File: src/rtl/seven_seg_scanner.sv
// Binary-to-BCD conversion (iterative double-dabble) feeding a 4-digit
// common-anode seven-segment scanner advanced by rising edges of scan_clk.
module seven_seg_scanner #(
  parameter int unsigned VALUE_W  = 14,
  parameter bit          BLANK_LZ = 1'b1
) (
  input  logic               clk_in,
  input  logic               rst_n,
  input  logic               scan_clk,
  input  logic [VALUE_W-1:0] value_in,
  output logic               busy,
  output logic [3:0]         an,
  output logic [6:0]         seg
);

  localparam int unsigned CNT_W = $clog2(VALUE_W);
  localparam logic [CNT_W-1:0] LAST_SHIFT = CNT_W'(VALUE_W - 1);

  typedef enum logic [1:0] {IDLE, LOAD, SHIFT, DONE} state_t;

  state_t             state;
  logic [VALUE_W-1:0] cap;
  logic [15:0]        bcd;
  logic [15:0]        bcd_adj;
  logic [VALUE_W-1:0] bin;
  logic [CNT_W-1:0]   cnt;
  logic [15:0]        digits;
  logic               ovf;
  logic               ovf_calc;
  logic [15:0]        digits_nx;
  logic               ovf_nx;

  logic               scan_q;
  logic               scan_tick;
  logic [1:0]         idx;
  logic [1:0]         idx_sel;
  logic [3:0]         dig;
  logic               blank;
  logic [6:0]         seg_nx;

  assign busy      = (state != IDLE);
  assign scan_tick = scan_clk & ~scan_q;
  assign ovf_calc  = (32'(cap) > 32'd9999);

  // Display registers as they will be after this edge, so the scanner never
  // shows a stale digit when DONE and a scan tick coincide.
  assign digits_nx = (state == DONE) ? bcd      : digits;
  assign ovf_nx    = (state == DONE) ? ovf_calc : ovf;

  always_comb begin
    bcd_adj = bcd;
    for (int unsigned i = 0; i < 4; i++) begin
      if (bcd[4*i +: 4] >= 4'd5) bcd_adj[4*i +: 4] = bcd[4*i +: 4] + 4'd3;
    end
  end

  always_ff @(posedge clk_in or negedge rst_n) begin
    if (!rst_n) begin
      state  <= IDLE;
      cap    <= '0;
      bcd    <= '0;
      bin    <= '0;
      cnt    <= '0;
      digits <= '0;
      ovf    <= 1'b0;
    end else begin
      case (state)
        IDLE: begin
          if (value_in != cap) begin
            cap   <= value_in;
            state <= LOAD;
          end
        end
        LOAD: begin
          bcd   <= '0;
          bin   <= cap;
          cnt   <= '0;
          state <= SHIFT;
        end
        SHIFT: begin
          bcd <= {bcd_adj[14:0], bin[VALUE_W-1]};
          bin <= {bin[VALUE_W-2:0], 1'b0};
          cnt <= cnt + 1'b1;
          if (cnt == LAST_SHIFT) state <= DONE;
        end
        DONE: begin
          digits <= bcd;
          ovf    <= ovf_calc;
          state  <= IDLE;
        end
        default: state <= IDLE;
      endcase
    end
  end

  always_comb begin
    idx_sel = scan_tick ? idx + 2'd1 : idx;
    dig     = digits_nx[{idx_sel, 2'b00} +: 4];
    case (idx_sel)
      2'd3:    blank = (digits_nx[15:12] == 4'd0);
      2'd2:    blank = (digits_nx[15:8]  == 8'd0);
      2'd1:    blank = (digits_nx[15:4]  == 12'd0);
      default: blank = 1'b0;
    endcase
    blank = blank & BLANK_LZ;
    if (ovf_nx) begin
      seg_nx = 7'b0111111;
    end else if (blank) begin
      seg_nx = '1;
    end else begin
      case (dig)
        4'd0:    seg_nx = 7'b1000000;
        4'd1:    seg_nx = 7'b1111001;
        4'd2:    seg_nx = 7'b0100100;
        4'd3:    seg_nx = 7'b0110000;
        4'd4:    seg_nx = 7'b0011001;
        4'd5:    seg_nx = 7'b0010010;
        4'd6:    seg_nx = 7'b0000010;
        4'd7:    seg_nx = 7'b1111000;
        4'd8:    seg_nx = 7'b0000000;
        4'd9:    seg_nx = 7'b0010000;
        default: seg_nx = '1;
      endcase
    end
  end

  // Scanner stays dark (an = 1111) until the first tick after reset.
  always_ff @(posedge clk_in or negedge rst_n) begin
    if (!rst_n) begin
      scan_q <= 1'b0;
      idx    <= '0;
      an     <= '1;
      seg    <= '1;
    end else begin
      scan_q <= scan_clk;
      if (scan_tick) begin
        idx <= idx_sel;
        an  <= ~(4'b0001 << idx_sel);
        seg <= seg_nx;
      end else if (an != 4'b1111) begin
        seg <= seg_nx;
      end
    end
  end

endmodule

File: config.mk
export PLATFORM = sky130hd
export DESIGN_NAME = seven_seg_scanner
export DESIGN_NICKNAME = d
export VERILOG_FILES = /design/src/rtl/seven_seg_scanner.sv
export SDC_FILE = /design/constraint.sdc
export NUM_CORES = 1
export LEC_CHECK = 0
export CORE_MARGIN = 2
export CORE_UTILIZATION = 23
export CTS_CLUSTER_SIZE = 20
export DETAILED_ROUTE_END_ITERATION = 12
export PLACE_DENSITY = 0.38
export SLEW_MARGIN = 20
export SYNTH_ARGS = -nofsm -noshare
export SYNTH_HDL_FRONTEND = slang
export SYNTH_SLANG_ARGS = --single-unit
File: constraint.sdc
create_clock -name clk_in -period 4.8 [get_ports clk_in]
set_input_delay 0.96 -clock clk_in [delete_from_list [all_inputs] [get_ports clk_in]]
set_output_delay 0.96 -clock clk_in [all_outputs]
set_load 0.02 [all_outputs]
Word-level counts from Yosys, hierarchy flattened
Memories as Yosys holds them, arrays and structs flattened.
Index checks and enable logic that the tools add are counted.
{"block": "op_classes", "shifts": 2, "add_sub_neg": 6, "eq_ne": 11, "n_bitwise": 3, "n_lt_le_gt_ge": 5, "reduce_logical": 9, "muxes": 18}
{"op": "$pmux W16 S2", "n": 1}
{"op": "$mux W7", "n": 4}
{"op": "$pmux W14 S2", "n": 1}
{"op": "$ge A4 B3 Y1 const B", "n": 4}
{"op": "$mux W16", "n": 1}
{"op": "$shiftx A16 B5 Y4", "n": 1}
{"op": "$gt A14 B14 Y1 const B", "n": 1}
{"op": "$ne A14 B14 Y1", "n": 1}
{"op": "$add A4 B2 Y4 const B", "n": 3}
{"op": "$logic_not A12 Y1", "n": 1}
{"op": "$mux W4", "n": 3}
{"op": "$eq A2 B2 Y1 const B", "n": 4}
{"op": "$logic_not A8 Y1", "n": 1}
{"op": "$pmux W2 S4", "n": 1}
{"op": "$pmux W4 S2", "n": 1}
{"op": "$mux W2", "n": 3}
{"op": "$reduce_bool A2 Y1", "n": 3}
{"op": "$add A4 B1 Y4 const B", "n": 1}
{"op": "$eq A2 B1 Y1 const B", "n": 2}
{"op": "$eq A4 B4 Y1 const B", "n": 1}
{"op": "$logic_not A4 Y1", "n": 1}
{"op": "$ne A2 B2 Y1 const B", "n": 2}
{"op": "$ne A4 B4 Y1 const B", "n": 1}
{"op": "$not A4 Y4", "n": 1}
{"op": "other kinds (10)", "n": 11}
{"block": "totals", "romBits": 112, "inputBits": 17, "n_memories": 1, "output_inout_bits": 12, "ff_bits": 81, "word_cells": 66}
{"name": "(no name shown)", "depth": 16, "word_bits": 7, "rd": 1, "rd_ports_with_merged_regs": 0, "wr": 0, "line": "111", "rtl": "case (dig)"}

Longest topological paths before layout
{"block": "logic_depth", "ltp_word": 9, "depth_mapped": 13, "mapped_depth_nobuf": 11}

Worst setup path before layout
Ideal clock, no wire load.
{"block": "synth_path", "path_type": "in2reg", "from": "input scan_clk", "to": "register seg[3]", "cell_stages": 8, "t_arrival_ps": 2720, "t_required_ps": 4723, "setup_slack_ps": 2003, "n_path_buf": 0, "setup_time_ps": 77, "path_cell_list": "nand3b_2 xnor2_2 mux4_2 clkinv_1 ha_1 nand2b_1 a21o_1 a31oi_1"}
{"block": "synth_via", "elab_chain_len": 8, "elab_cells_between_ends": 13, "cone_classes": "eq/ne: 3; shift: 1; mux: 6; bitwise: 1; reduce/logical: 1; memory: 1"}
{"item": "start: declaration", "line": "9", "rtl": "input logic scan_clk,"}
{"item": "$and A1 B1 Y1 *", "line": "42", "rtl": "assign scan_tick = scan_clk & ~scan_q;"}
{"item": "$mux W2", "line": "97", "rtl": "idx_sel = scan_tick ? idx + 2'd1 : idx;"}
{"item": "$shiftx A16 B5 Y4, or another cell as far along", "line": "98", "rtl": "dig = digits_nx[{idx_sel, 2'b00} +: 4];"}
{"item": "$mem_v2 Z16 W7 / $pmux W1 S3 (equally long branches)"}
{"item": "$mux W7", "line": "108", "rtl": "end else if (blank) begin"}
{"item": "$mux W7", "line": "106", "rtl": "if (ovf_nx) begin"}
{"item": "$mux W7", "line": "140", "rtl": "end else if (an != 4'b1111) begin"}
{"item": "$mux W7", "line": "136", "rtl": "if (scan_tick) begin"}
{"item": "end signal: assignment", "line": "139", "rtl": "seg <= seg_nx;"}
{"item": "end signal: assignment", "line": "141", "rtl": "seg <= seg_nx;"}
{"item": "end: declaration", "line": "13", "rtl": "output logic [6:0] seg"}
Every way passes the cells marked *; elsewhere a longest branch is shown, timed or not. The select of a mux whose other input is x is not followed.
A chain may end at the register's enable or synchronous reset.

Worst setup path after layout
Same ends and word-level chain as after synthesis.

==> impl_metrics.env <==
export IMPL_vias=3013
export IMPL_endpoint_kind="register"
export IMPL_cts_resized=0
export IMPL_fp_dieH_um=141
export IMPL_wl_mm=9.65
export IMPL_syn_inst=408
export IMPL_reg2reg_setup_slack_ns=1.64
export IMPL_yosysWarnings=0
export IMPL_postCtsSetupBuffers=0
export IMPL_powerDensity_nw_per_um2=616
export IMPL_syn_area_sq_um=4320
export IMPL_hold_violations=0
export IMPL_clk_pin_slew_ns=0.06
export IMPL_dp_hpwl_mm=6.59
export IMPL_slowest_delay_ns=0.61
export IMPL_p_seq_share_pct=35.2
export IMPL_wl_per_cell_um=14.4
export IMPL_drt_initial_drc_count=105
export IMPL_initial_core_util_pct=23.3
export IMPL_drv_cap=0
export IMPL_place_area_sq_um=4820
export IMPL_pwr_share_comb_pct=41.7
export IMPL_globalplace_congestion=0.771
export IMPL_portBuffers=28
export IMPL_htree_num_levels=3
export IMPL_overflow=0
export IMPL_insertion_delay_ns=0.35
export IMPL_leakagePower_nw=2.15
export IMPL_r2r_start="state[0]$_DFFE_PN0P_"
export IMPL_path_cells="clkdlybuf4s50_1 -> nand3b_2 -> xnor2_2 -> mux4_2 -> clkinv_1 -> ha_1 -> nand2b_1 -> a21o_1 -> a31oi_1"
export IMPL_ioPinCount=29
export IMPL_start_kind="input pin"
export IMPL_antenna_cells=0
export IMPL_maxSlewHeadroom_pct=41.2
export IMPL_core_area_sq_um=18600
export IMPL_final_nets=468
export IMPL_grt_start_max_net_pins=66
export IMPL_ys_ff_latch=81
export IMPL_synth_avg_cell_area_sq_um=10.6
export IMPL_synth_edf_count=0
export IMPL_die_width_um=141
export IMPL_ys_types=55
export IMPL_synth_fp_nets=443
export IMPL_clkSinkCount=81
export IMPL_grt_pass1_wl_mm=16.7
export IMPL_timing_final_crit_period_ns=3.19
export IMPL_max_freq_mhz=314
export IMPL_drive_gt1_share_pct=14.4
export IMPL_synth_async_reset_ratio_pct=100
export IMPL_cp_data_arrival_time_ns=3.46
export IMPL_min_delay_start="an[1]$_DFFE_PN1P_"
export IMPL_skew_ns=0.00624
export IMPL_viasPerCell=4.48
export IMPL_tns_ns=0
export IMPL_final_area_sq_um=5130
export IMPL_dieArea_sq_um=19900
export IMPL_rsz0062_at_grt="no"
export IMPL_drtAntennaViolNets=0
export IMPL_p_sw_w=0.00120
export IMPL_hp_class="register to register"
export IMPL_crit_start="scan_clk"
export IMPL_setup_viol=0
export IMPL_power_internal_w=0.00196
export IMPL_synth_main_ff_cell="dfrtp_1"
export IMPL_dr_pass1_iters=4
export IMPL_clkPwrFrac_pct=23.0
export IMPL_whs_ns=0.497
export IMPL_numCtsBuffers=9
export IMPL_critPathKind="input pin to register"
export IMPL_crit_fanout=4
export IMPL_clk_path_buf_depth=2
export IMPL_area_growth_pct=18.7
export IMPL_dp_worst_setup_slack_ns=1.26
export IMPL_critical_path_slowest_cell="mux4_2"
export IMPL_fin_crit_sh_pct=66.4
export IMPL_maxSlewViolCount=0
export IMPL_setup_ws_ns=1.61
export IMPL_status="finished clean"
export IMPL_cts_tree="yes"
export IMPL_worst_pin_slew_ns=0.882
export IMPL_ctsHoldBuffers=0
export IMPL_grt_pass1_vias=3208
export IMPL_detail_route_drc_violations=0
export IMPL_cts_root_buffer="clkbuf_16"
export IMPL_ir_worst_vdd_mv=0.226
export IMPL_rows=50
export IMPL_worst_endpoint_required_ns=5.07
export IMPL_antenna_found_initial=0
export IMPL_swShare_pct=38.1
export IMPL_grt_usage_pct=10.7
export IMPL_seq_area_frac_synth_pct=47.2
==> stage by stage <==
stage / utilization (%) / instances / power [W]
3_3_place_gp: 26.0 / 656 / 0.00246
6_report: 27.6 / 672 / 0.00316
3_5_place_dp: 26.0 / 656 / 0.00247
5_1_grt: 27.6 / 672 / 0.00343
2_1_floorplan: - / 408 / 0.00212
4_1_cts: 27.6 / 672 / 0.00322
==> cells in the final DEF, fill, tap and decap left out, types with 2 or more instances in the layout <==
cell type,instances
clkbuf_16,9
mux2_2,15
buf_4,5
mux2_4,6
xnor2_2,2
a31oi_1,6
mux2_1,9
o21ai_0,23
a21o_1,3
o211ai_1,2
o22a_1,2
inv_1,27
xor2_1,5
nand4_1,2
a21oi_1,24
nand3_1,10
mux2i_1,17
clkbuf_8,3
o32ai_1,4
or4_1,3
xnor2_1,16
clkdlybuf4s50_1,27
nor4_1,4
nand2b_1,7
nor2_1,34
nand2_1,25
and3_1,5
mux4_2,3
ha_1,18
nor3_1,6
clkbuf_1,2
dfrtp_1,70
nand3b_1,2
o21ai_1,2
o22ai_1,9
dfstp_2,11
==> power by group through the flow <==
stage	clock (W)	sequential [W]	combinational [W]
3_3_place_gp	0	0.00112	0.00134
6_report	0.000727	0.00111	0.00132
2_1_floorplan	0	0.00112	0.00101
3_5_place_dp	0	0.00113	0.00134
5_1_grt	0.000786	0.00115	0.00150
4_1_cts	0.000756	0.00112	0.00135
==> critical path, delay by kind of cell <==
kind	cells	cell delay, ns
adders and majority gates	1	0.25
AOI/OAI and AO/OA	2	0.34
muxes	1	0.61
buffers and inverters	2	0.67
xor gates and xnor gates	1	0.31
and+or+nand+nor	2	0.31
==> synthesized netlist by cell type, types with 2 or more instances <==
master     n  share of area (%)
mux2i_1   17                3.9
nand3_1   10                1.2
a21o_1     3               0.52
buf_2      4               0.46
nand3b_1   2               0.35
inv_1     27                2.3
xnor2_1   16                3.2
o32ai_1    4               0.81
a31oi_1    6               0.87
ha_1      18                5.2
xnor2_2    2               0.75
dfrtp_1   70                 41
nand2b_1   7                1.0
o22a_1     2               0.41
nor3_1     6               0.69
nor4_1     4               0.58
clkbuf_1  10               0.87
nor2_1    34                3.0
nand2_1   25                2.2
o21ai_1    2               0.23
nand4_1    2               0.29
o22ai_1    9                1.3
and3_1     5               0.72
dfstp_2   11                6.7
mux2_4     6                2.1
o211ai_1   2               0.35
xor2_1     5                1.0
mux4_2     3                1.6
a21oi_1   24                2.8
or4_1      3               0.52
mux2_2    15                3.9
o21ai_0   23                2.7
mux2_1     9                2.3
==> state kept, by name (all words and copies together) (netlist names) <==
| name | cells |
|---|---|
| ovf | 1 |
| cnt | 4 |
| state | 2 |
| scan_q | 1 |
| cap | 14 |
| bin | 14 |
| idx | 2 |
| bcd | 16 |
| seg | 7 |
| an | 4 |
| digits | 16 |
==> area by class of cell <==
cell class / count / area [sq um]
Tap cell: 234 / 293
Timing Repair Buffer: 32 / 308
Multi-Input combinational cell: 280 / 2070
Fill cell: 1923 / 13400
Inverter: 29 / 109
Clock inverter: 2 / 35.0
Clock buffer: 14 / 274
Sequential cell: 81 / 2040
==> path summary, 6_finish.rpt <==
path                                 endpoint  cells after the start
setup / recovery           seg[3]$_DFFE_PN1P_                      9
hold / removal              an[1]$_DFFE_PN1P_                      2
setup reg to reg           seg[3]$_DFFE_PN1P_                      9
hold reg to reg             an[1]$_DFFE_PN1P_                      2
max in group asynchronous   an[1]$_DFFE_PN1P_                      2
min in group asynchronous    scan_q$_DFF_PN0_                      1
==> kinds of logic after synthesis <==
group           count (synthesis)  share of synthesized area, %
buf+inv                        47                          4.83
fa+ha+maj                      18                          5.21
xor+xnor                       23                          5.01
flops                          81                          47.2
mux                            51                          14.1
compound gates                 82                          11.3
simple gates                  106                          12.4
==> layer usage <==
metal | share of wire [%] | routed length, um | up-vias | global-route usage (%)
met5 | 0 | 0 | - | 0
met4 | 1.6 | 155 | 0 | 3.26
met3 | 2.7 | 256 | 11 | 3.29
met2 | 47 | 4540 | 35 | 17.5
met1 | 49 | 4700 | 1492 | 13.6
li1 | - | - | 1475 | -
Power figures use the tool's default switching activity.
